[config.mk]
export PLATFORM = sky130hd
export DESIGN_NAME = boot_rom_copier
export DESIGN_NICKNAME = d
export VERILOG_FILES = /design/src/rtl/boot_rom_copier.sv
export SDC_FILE = /design/constraint.sdc
export NUM_CORES = 1
export LEC_CHECK = 0
export CAP_MARGIN = 20
export CORE_MARGIN = 1.5
export CORE_UTILIZATION = 51
export DETAILED_ROUTE_END_ITERATION = 16
export HOLD_SLACK_MARGIN = 0.1
export PLACE_DENSITY = 0.87
export SLEW_MARGIN = 25
export SYNTH_ARGS = -nofsm -noshare
export SYNTH_HDL_FRONTEND = slang
export SYNTH_SLANG_ARGS = --single-unit
[constraint.sdc]
create_clock -name clk -period 4.4 [get_ports clk]
set_input_delay 0.88 -clock clk [delete_from_list [all_inputs] [get_ports clk]]
set_output_delay 0.88 -clock clk [all_outputs]
set_load 0.005 [all_outputs]
[src/rtl/boot_rom_copier.sv]
//==============================================================================
// Module   : boot_rom_copier
// Desc     : Loads a header-described program image from boot ROM into
//            instruction RAM, then releases the core. Define BOOT_CHECKSUM_EN
//            to verify a trailing XOR checksum word before release.
// Revision : 1.0 - initial release
//==============================================================================
`default_nettype none

module boot_rom_copier #(
    parameter int          ROM_ADDR_WIDTH     = 12,
    parameter int          INSTR_RAM_SIZE     = 32768,
    parameter logic [31:0] INSTR_BASE_ADDR    = 32'h0000_0000,
    parameter logic [31:0] FALLBACK_BOOT_ADDR = 32'h0000_8000,
    parameter logic [15:0] BOOT_MAGIC         = 16'hB007,
    parameter bit          AUTO_START         = 1'b1
) (
    input  logic                      clk,
    input  logic                      rst,
    input  logic                      start_i,
    output logic                      rom_en_o,
    output logic [ROM_ADDR_WIDTH-1:0] rom_addr_o,
    input  logic [31:0]               rom_rdata_i,
    output logic                      instr_req_o,
    output logic                      instr_we_o,
    output logic [31:0]               instr_addr_o,
    output logic [31:0]               instr_wdata_o,
    output logic [3:0]                instr_be_o,
    input  logic                      instr_gnt_i,
    output logic                      fetch_enable_o,
    output logic [31:0]               boot_addr_o,
    output logic                      busy_o,
    output logic                      error_o,
    output logic [15:0]               words_copied_o
);

    localparam int c_RAM_WORDS = INSTR_RAM_SIZE / 4;
    localparam int c_ROM_WORDS = (1 << ROM_ADDR_WIDTH) - 1;
    localparam int c_MAX_BASE  = (c_RAM_WORDS < c_ROM_WORDS) ? c_RAM_WORDS : c_ROM_WORDS;
`ifdef BOOT_CHECKSUM_EN
    // One ROM word is reserved for the checksum after the image.
    localparam int c_MAX_WORDS = c_MAX_BASE - 1;
`else
    localparam int c_MAX_WORDS = c_MAX_BASE;
`endif
    localparam logic [ROM_ADDR_WIDTH-1:0] c_MAX_N = ROM_ADDR_WIDTH'(c_MAX_WORDS);
    localparam logic [ROM_ADDR_WIDTH-1:0] c_K_ONE = ROM_ADDR_WIDTH'(1);

    localparam logic [3:0] c_ST_IDLE    = 4'd0;
    localparam logic [3:0] c_ST_HDR_RD  = 4'd1;
    localparam logic [3:0] c_ST_HDR_CAP = 4'd2;
    localparam logic [3:0] c_ST_HDR_CHK = 4'd3;
    localparam logic [3:0] c_ST_RD      = 4'd4;
    localparam logic [3:0] c_ST_CAP     = 4'd5;
    localparam logic [3:0] c_ST_WR      = 4'd6;
    localparam logic [3:0] c_ST_DONE    = 4'd7;
    localparam logic [3:0] c_ST_ERROR   = 4'd8;
`ifdef BOOT_CHECKSUM_EN
    localparam logic [3:0] c_ST_CK_RD   = 4'd9;
    localparam logic [3:0] c_ST_CK_CAP  = 4'd10;
    localparam logic [3:0] c_ST_CK_CHK  = 4'd11;
`endif

    logic [3:0]                r_state;
    logic [31:0]               r_hdr;
    logic [31:0]               r_data;
    logic [ROM_ADDR_WIDTH-1:0] r_k;
    logic [ROM_ADDR_WIDTH-1:0] r_n;
    logic [15:0]               r_words;
    logic                      r_fetch_en;
    logic                      r_err;
    logic [31:0]               r_boot_addr;
`ifdef BOOT_CHECKSUM_EN
    logic [31:0]               r_csum;
`endif

    logic [ROM_ADDR_WIDTH-1:0] w_k_next;
    logic [15:0]               w_hdr_len;
    logic                      w_hdr_bad;
    logic [ROM_ADDR_WIDTH-1:0] w_len_clamped;

    assign w_k_next      = r_k + c_K_ONE;
    assign w_hdr_len     = r_hdr[15:0];
    assign w_hdr_bad     = (r_hdr[31:16] != BOOT_MAGIC) || (w_hdr_len == 16'd0);
    assign w_len_clamped = (32'(w_hdr_len) > 32'(c_MAX_WORDS)) ? c_MAX_N
                                                              : ROM_ADDR_WIDTH'(w_hdr_len);

    always_comb begin
        rom_en_o   = 1'b0;
        rom_addr_o = '0;
        case (r_state)
            c_ST_HDR_RD: rom_en_o = 1'b1;
            c_ST_RD: begin
                rom_en_o   = 1'b1;
                rom_addr_o = w_k_next;
            end
`ifdef BOOT_CHECKSUM_EN
            c_ST_CK_RD: begin
                rom_en_o   = 1'b1;
                rom_addr_o = r_n + c_K_ONE;
            end
`endif
            default: ;
        endcase
    end

    // Write port is driven purely from registered state, so it is stable while gnt is low.
    assign instr_req_o    = (r_state == c_ST_WR);
    assign instr_we_o     = instr_req_o;
    assign instr_addr_o   = instr_req_o ? (INSTR_BASE_ADDR + (32'(r_k) << 2)) : 32'h0;
    assign instr_wdata_o  = instr_req_o ? r_data : 32'h0;
    assign instr_be_o     = 4'hF;
    assign fetch_enable_o = r_fetch_en;
    assign boot_addr_o    = r_boot_addr;
    assign error_o        = r_err;
    assign words_copied_o = r_words;
    assign busy_o         = (r_state != c_ST_IDLE) && (r_state != c_ST_DONE) &&
                            (r_state != c_ST_ERROR);

    always_ff @(posedge clk) begin
        if (rst) begin
            r_state     <= c_ST_IDLE;
            r_hdr       <= '0;
            r_data      <= '0;
            r_k         <= '0;
            r_n         <= '0;
            r_words     <= '0;
            r_fetch_en  <= 1'b0;
            r_err       <= 1'b0;
            r_boot_addr <= FALLBACK_BOOT_ADDR;
`ifdef BOOT_CHECKSUM_EN
            r_csum      <= '0;
`endif
        end else begin
            case (r_state)
                c_ST_IDLE: begin
                    if (AUTO_START || start_i) r_state <= c_ST_HDR_RD;
                end
                c_ST_HDR_RD:  r_state <= c_ST_HDR_CAP;
                c_ST_HDR_CAP: begin
                    r_hdr   <= rom_rdata_i;
                    r_state <= c_ST_HDR_CHK;
                end
                c_ST_HDR_CHK: begin
                    if (w_hdr_bad) begin
                        r_state     <= c_ST_ERROR;
                        r_err       <= 1'b1;
                        r_fetch_en  <= 1'b1;
                        r_boot_addr <= FALLBACK_BOOT_ADDR;
                    end else begin
                        r_n     <= w_len_clamped;
                        r_k     <= '0;
                        r_state <= c_ST_RD;
                    end
                end
                c_ST_RD:  r_state <= c_ST_CAP;
                c_ST_CAP: begin
                    r_data  <= rom_rdata_i;
                    r_state <= c_ST_WR;
                end
                c_ST_WR: begin
                    if (instr_gnt_i) begin
                        r_words <= r_words + 16'd1;
                        r_k     <= w_k_next;
`ifdef BOOT_CHECKSUM_EN
                        r_csum  <= r_csum ^ r_data;
`endif
                        if (w_k_next < r_n) begin
                            r_state <= c_ST_RD;
                        end else begin
`ifdef BOOT_CHECKSUM_EN
                            r_state <= c_ST_CK_RD;
`else
                            r_state     <= c_ST_DONE;
                            r_fetch_en  <= 1'b1;
                            r_boot_addr <= INSTR_BASE_ADDR;
`endif
                        end
                    end
                end
`ifdef BOOT_CHECKSUM_EN
                c_ST_CK_RD:  r_state <= c_ST_CK_CAP;
                c_ST_CK_CAP: begin
                    r_data  <= rom_rdata_i;
                    r_state <= c_ST_CK_CHK;
                end
                c_ST_CK_CHK: begin
                    r_fetch_en <= 1'b1;
                    if (r_data == r_csum) begin
                        r_state     <= c_ST_DONE;
                        r_boot_addr <= INSTR_BASE_ADDR;
                    end else begin
                        r_state     <= c_ST_ERROR;
                        r_err       <= 1'b1;
                        r_boot_addr <= FALLBACK_BOOT_ADDR;
                    end
                end
`endif
                default: ;
            endcase
        end
    end

endmodule

`default_nettype wire

# Yosys cells after proc, flatten, opt, wreduce, memory -nomap -nowiden
# Index checks and enable logic that the tools add are counted.
# totals
ff_bits	142
in_bits	36
wordCells	62
output_inout_bits	134
# classes
n_mux	20
bitwise	1
n_lt_le_gt_ge	2
n_addsub	2
eq_ne	13
reduce_logical	15
# ops
cell	count
2-to-1 mux 32 bit	4
case mux 32 bit (2 select lines)	1
2-to-1 mux 12 bit	4
case mux 4 bit (7 select lines)	1
case mux 12 bit (2 select lines)	1
adder 16 x 1 -> 16 bit (second input constant)	1
greater-than comparator 16 x 12 -> 1 bit (second input constant)	1
zero test 16 bit	1
inequality test 16 bit (second input constant)	1
2-to-1 mux 14 bit	1
adder 12 x 1 -> 12 bit (second input constant)	1
== test 4 x 3 -> 1 bit (second input constant)	3
less-than comparator 12 bit	1
== test 4 x 2 -> 1 bit (second input constant)	2
2-to-1 mux 4 bit	2
AND reduction 2 bit	4
nonzero test 7 bit	1
inequality test 2 bit (second input constant)	3
== test 4 x 1 -> 1 bit (second input constant)	1
zero test 4 bit	1
2-to-1 mux 1 bit	4
inequality test 4 x 3 -> 1 bit (second input constant)	1
inequality test 4 bit (second input constant)	1
AND reduction 4 bit	1
10 further kinds	11

# Logic depth before layout (Yosys ltp)
# logic_depth
ltp_word	5
depth_mapped	11
depth_no_buf	11

# Least setup slack after synthesis
# Ideal clock, no wire load.
# synth_timing
path_kind	register to register
startpoint	reg r_k[5]
endpoint	reg r_fetch_en (netlist: fetch_enable_o)
setup_ns	0.120
path_slack_ns	1.752
t_arrival_ns	2.528
path_stages_with_launch	12
path_buffers	0
required_time_ns	4.280
period_less_slack_ns	2.648
cell_sequence	dfxtp_1 and3_1 and3_1 nand4_1 xor2_1 inv_1 ha_1 a21oi_1 o21ai_0 a2111oi_0 a21oi_1 o31a_1
# synth_between
elab_chain_cells	4
# synth_lines
element	line_no	source
start: declaration	67	logic [ROM_ADDR_WIDTH-1:0] r_k;
start signal: assignment	164	r_k <= w_k_next;
adder 12 x 1 -> 12 bit	82	assign w_k_next = r_k + c_K_ONE;
less-than comparator 12 bit	168	if (w_k_next < r_n) begin
inequality test 2 bit (no source line)	--	
AND reduction 4 bit (no source line)	--	
end signal: assignment	128	r_fetch_en <= 1'b0;
end signal: assignment	148	r_fetch_en <= 1'b1;
end signal: assignment	175	r_fetch_en <= 1'b1;
end: declaration	70	logic r_fetch_en;
# No other way between the ends.
# A chain may end at the register's enable or synchronous reset.

# Final worst setup path
# layout_timing
startpoint	reg r_state[2]
endpoint	out instr_wdata_o[12]
# layout_between
elab_chain_cells	2
# layout_lines
element	line_no	source
start: declaration	64	logic [3:0] r_state;
start signal: assignment	122	r_state <= c_ST_IDLE;
start signal: assignment	137	if (AUTO_START || start_i) r_state <= c_ST_HDR_RD;
start signal: assignment	139	c_ST_HDR_RD: r_state <= c_ST_HDR_CAP;
== test 4 x 3 -> 1 bit	108	assign instr_req_o = (r_state == c_ST_WR);
2-to-1 mux 32 bit	111	assign instr_wdata_o = instr_req_o ? r_data : 32'h0;
end: declaration	27	output logic [31:0] instr_wdata_o,
# No other way between the ends.

==> impl_metrics.tcl <==
set metrics [dict create \
    die_w_um 108 \
    required_ns 3.52 \
    fillers 975 \
    slew_viol_final 0 \
    dr.pass1.iters 5 \
    fmax_mhz 283 \
    peakVddDrop_v 0.000221 \
    num_io_pins 170 \
    yosysWarnings 0 \
    clk_latency_ns 0.37 \
    slew_headroom_pct 37.4 \
    fin_skew_ns 0.0161 \
    grt_use_met2_pct 37.5 \
    met3_usage_pct 3.63 \
    yosys.area.top_type "dfxtp_1" \
    grt_pass1_wl_mm 20.7 \
    async_reset_ff_share_pct 0 \
    ys_seq_area_share_pct 39.6 \
    dp.cells 934 \
    gr-usage-met1_pct 29.7 \
    cts_setup_buffers 0 \
    crit_fanout 51 \
    core_um2 10800 \
    holdWs_ns 0.454 \
    tightest_slew_ns 0.940 \
    port_buffers 113 \
    grt_max_degree 68 \
    tns_ns 0 \
    synth_cell_types 46 \
    die_area_um2 11600 \
    synthTopCellsByArea "dfxtp_1 40%, nand2_1 11%, buf_4 7.6%" \
    antenna_found_initial 0 \
    arrival_ns 2.65 \
    critical_path_class "flip-flop to output port" \
    final_core_util_pct 62.9 \
    synth-main-ff-cell "dfxtp_1" \
    min_period_ns 3.53 \
    slowest_stage "and4bb_2" \
    n_antenna_cell 0 \
    finalSetupViolCount 0 \
    finalWirelength_mm 12.7 \
    routedWlPerCell_um 13.3 \
    row_count 38 \
    cts_sinks 111 \
    grt_pass1_vias 4306 \
    numCtsBuffers 9 \
    die_h_um 108 \
    path_clk_slew_ns 0.11 \
    finalHoldViolCount 0 \
    start_kind "flip-flop" \
    worstPathCellList "and4bb_2, and2_1, clkdlybuf4s50_1" \
    grt_usage_pct 22.2 \
    hp-class "flip-flop to flip-flop" \
    grt_overflow 0 \
    cts_root_buf "clkbuf_8" \
    vias_per_cell 5.04 \
    cp_slowest_stage_delay_ns 0.93 \
    ctsHoldBuffers 0 \
    synth-edff-count 0 \
    drive_gt1_share_pct 5.43 \
    power.density_nw_per_um2 323 \
    critPathCaptureType "output port" \
    synth_area_um2 5610 \
    synth_top_area_share_pct 39.6 \
    power.leakage_uw 0.00244 \
    dp_hpwl_mm 8.71 \
    grt_busiest_layer "met2" \
    initial_core_util_pct 52.0 \
    vias 4787 \
    drc 0 \
    cts_buffer_depth 2 \
    ant_nets 0 \
    post_cts_resized 0 \
    syn_area_per_cell_um2 7.78 \
    nets 854 \
    syn2layout_area_growth_pct 21.1 \
    drt_iter0_drc 248 \
    max_cap_viol_count 0 \
    ys_ff_latch 111 \
    gp_congestion 0.865 \
    syn_inst 721 \
    period_share_pct 80.3 \
    rsz0062_at_grt "false" \
    cts_tree "done" \
    status "complete, no violations" \
    fin_cells 950 \
    h-tree-depth 3 \
]
[critical path: cells and delay by family, from the launching register on]
family        cells  cell delay [ns]
buf+inv           1             0.53
flops             1             0.57
simple gates      2             1.18
[power by group]
part           leakage, uW  total, uW  internal [uW]  switching [uW]
sequential        0.000896       1110           1060            49.2
combinational      0.00143        382            142             240
clock             0.000119        704            346             358
total              0.00244       2190           1550             647
[metrics by stage]
stage	instance area (um2)	setup slack [ns]	total power (uW)
after CTS	6790	0.860	2210
final	6790	0.867	2190
after global placement	6550	1.28	1500
after global routing	6790	0.682	2300
after floorplan	5810	1.75	1420
after detailed placement	6550	1.23	1510
[cell families (layout without fill, tap and decap cells)]
kind of cell / count (synthesis) / in the layout / share of synthesized area, %
other cells: 2 / 55 / 0.134
compound gates: 126 / 126 / 14.6
flops: 111 / 111 / 39.6
xor+xnor: 20 / 20 / 3.12
fa+ha+maj: 13 / 13 / 2.90
buf+inv: 122 / 158 / 12.3
simple gates: 327 / 327 / 27.3
[layout by cell type (no fill, tap or decap), types with 7 or more instances in the layout]
cell             count
nand2_1            158
dfxtp_1            111
and2_1              46
conb_1              55
a21oi_1             78
nand2b_1             7
ha_1                13
clkbuf_8            10
inv_1               23
nand4_1             10
nor2_1              56
nand3_1              8
o21ai_0              9
a211oi_2            12
nor3_1               9
xor2_1              10
xnor2_1             10
clkdlybuf4s50_1    112
[synthesized netlist by cell type (all sizes together), types with 3 or more instances]
cell / instances
nand3: 8
a21oi: 78
clkbuf: 37
nand2: 158
o21ai: 9
or3: 7
nor4: 4
dfxtp: 111
nor3: 10
buf: 61
nand4: 10
xor2: 10
nand2b: 7
nor2b: 4
and3: 5
o21a: 3
a211oi: 12
ha: 13
xnor2: 10
a31oi: 5
and2: 46
nor2: 59
inv: 23
a2bb2oi: 5
and4: 3
o32ai: 3
[layer usage]
layer / up-vias / wire, um
met5: - / 0
met4: 0 / 109
met3: 11 / 657
met2: 147 / 6090
met1: 2193 / 5790
li1: 2436 / -
[final cells by class]
type                    instances  area [um2]  area share (%)
well taps                     140         175            2.58
repair buffers                118        1170            17.2
flip-flops and latches        111        2220            32.7
inverters                      24        90.1            1.33
clock buffers                  10         138            2.03
clock inverters                 6        97.6            1.44
multi-input cells             541        2900            42.7
[path summary, 6_finish.rpt]
check / slack [ns] / endpoint / startpoint / depth (start not counted)
setup / recovery: 0.87 / instr_wdata_o[12] / r_state[2]$_SDFFE_PP0P_ / 3
hold / removal: 0.45 / r_data[26]$_SDFFE_PP0P_ / r_data[26]$_SDFFE_PP0P_ / 2
setup reg to reg: 1.19 / fetch_enable_o$_SDFFE_PP0P_ / r_k[0]$_SDFFE_PP0P_ / 11
hold reg to reg: 0.45 / r_data[26]$_SDFFE_PP0P_ / r_data[26]$_SDFFE_PP0P_ / 2
[state kept, by name, summed over array words and instances (netlist names)]
name and cells:
r_k 12, r_hdr 32, r_state 4, r_n 12
error_o 1, words_copied_o 16, boot_addr_o 1, fetch_enable_o 1
r_data 32
No activity file was read; power rests on OpenSTA's default activity.
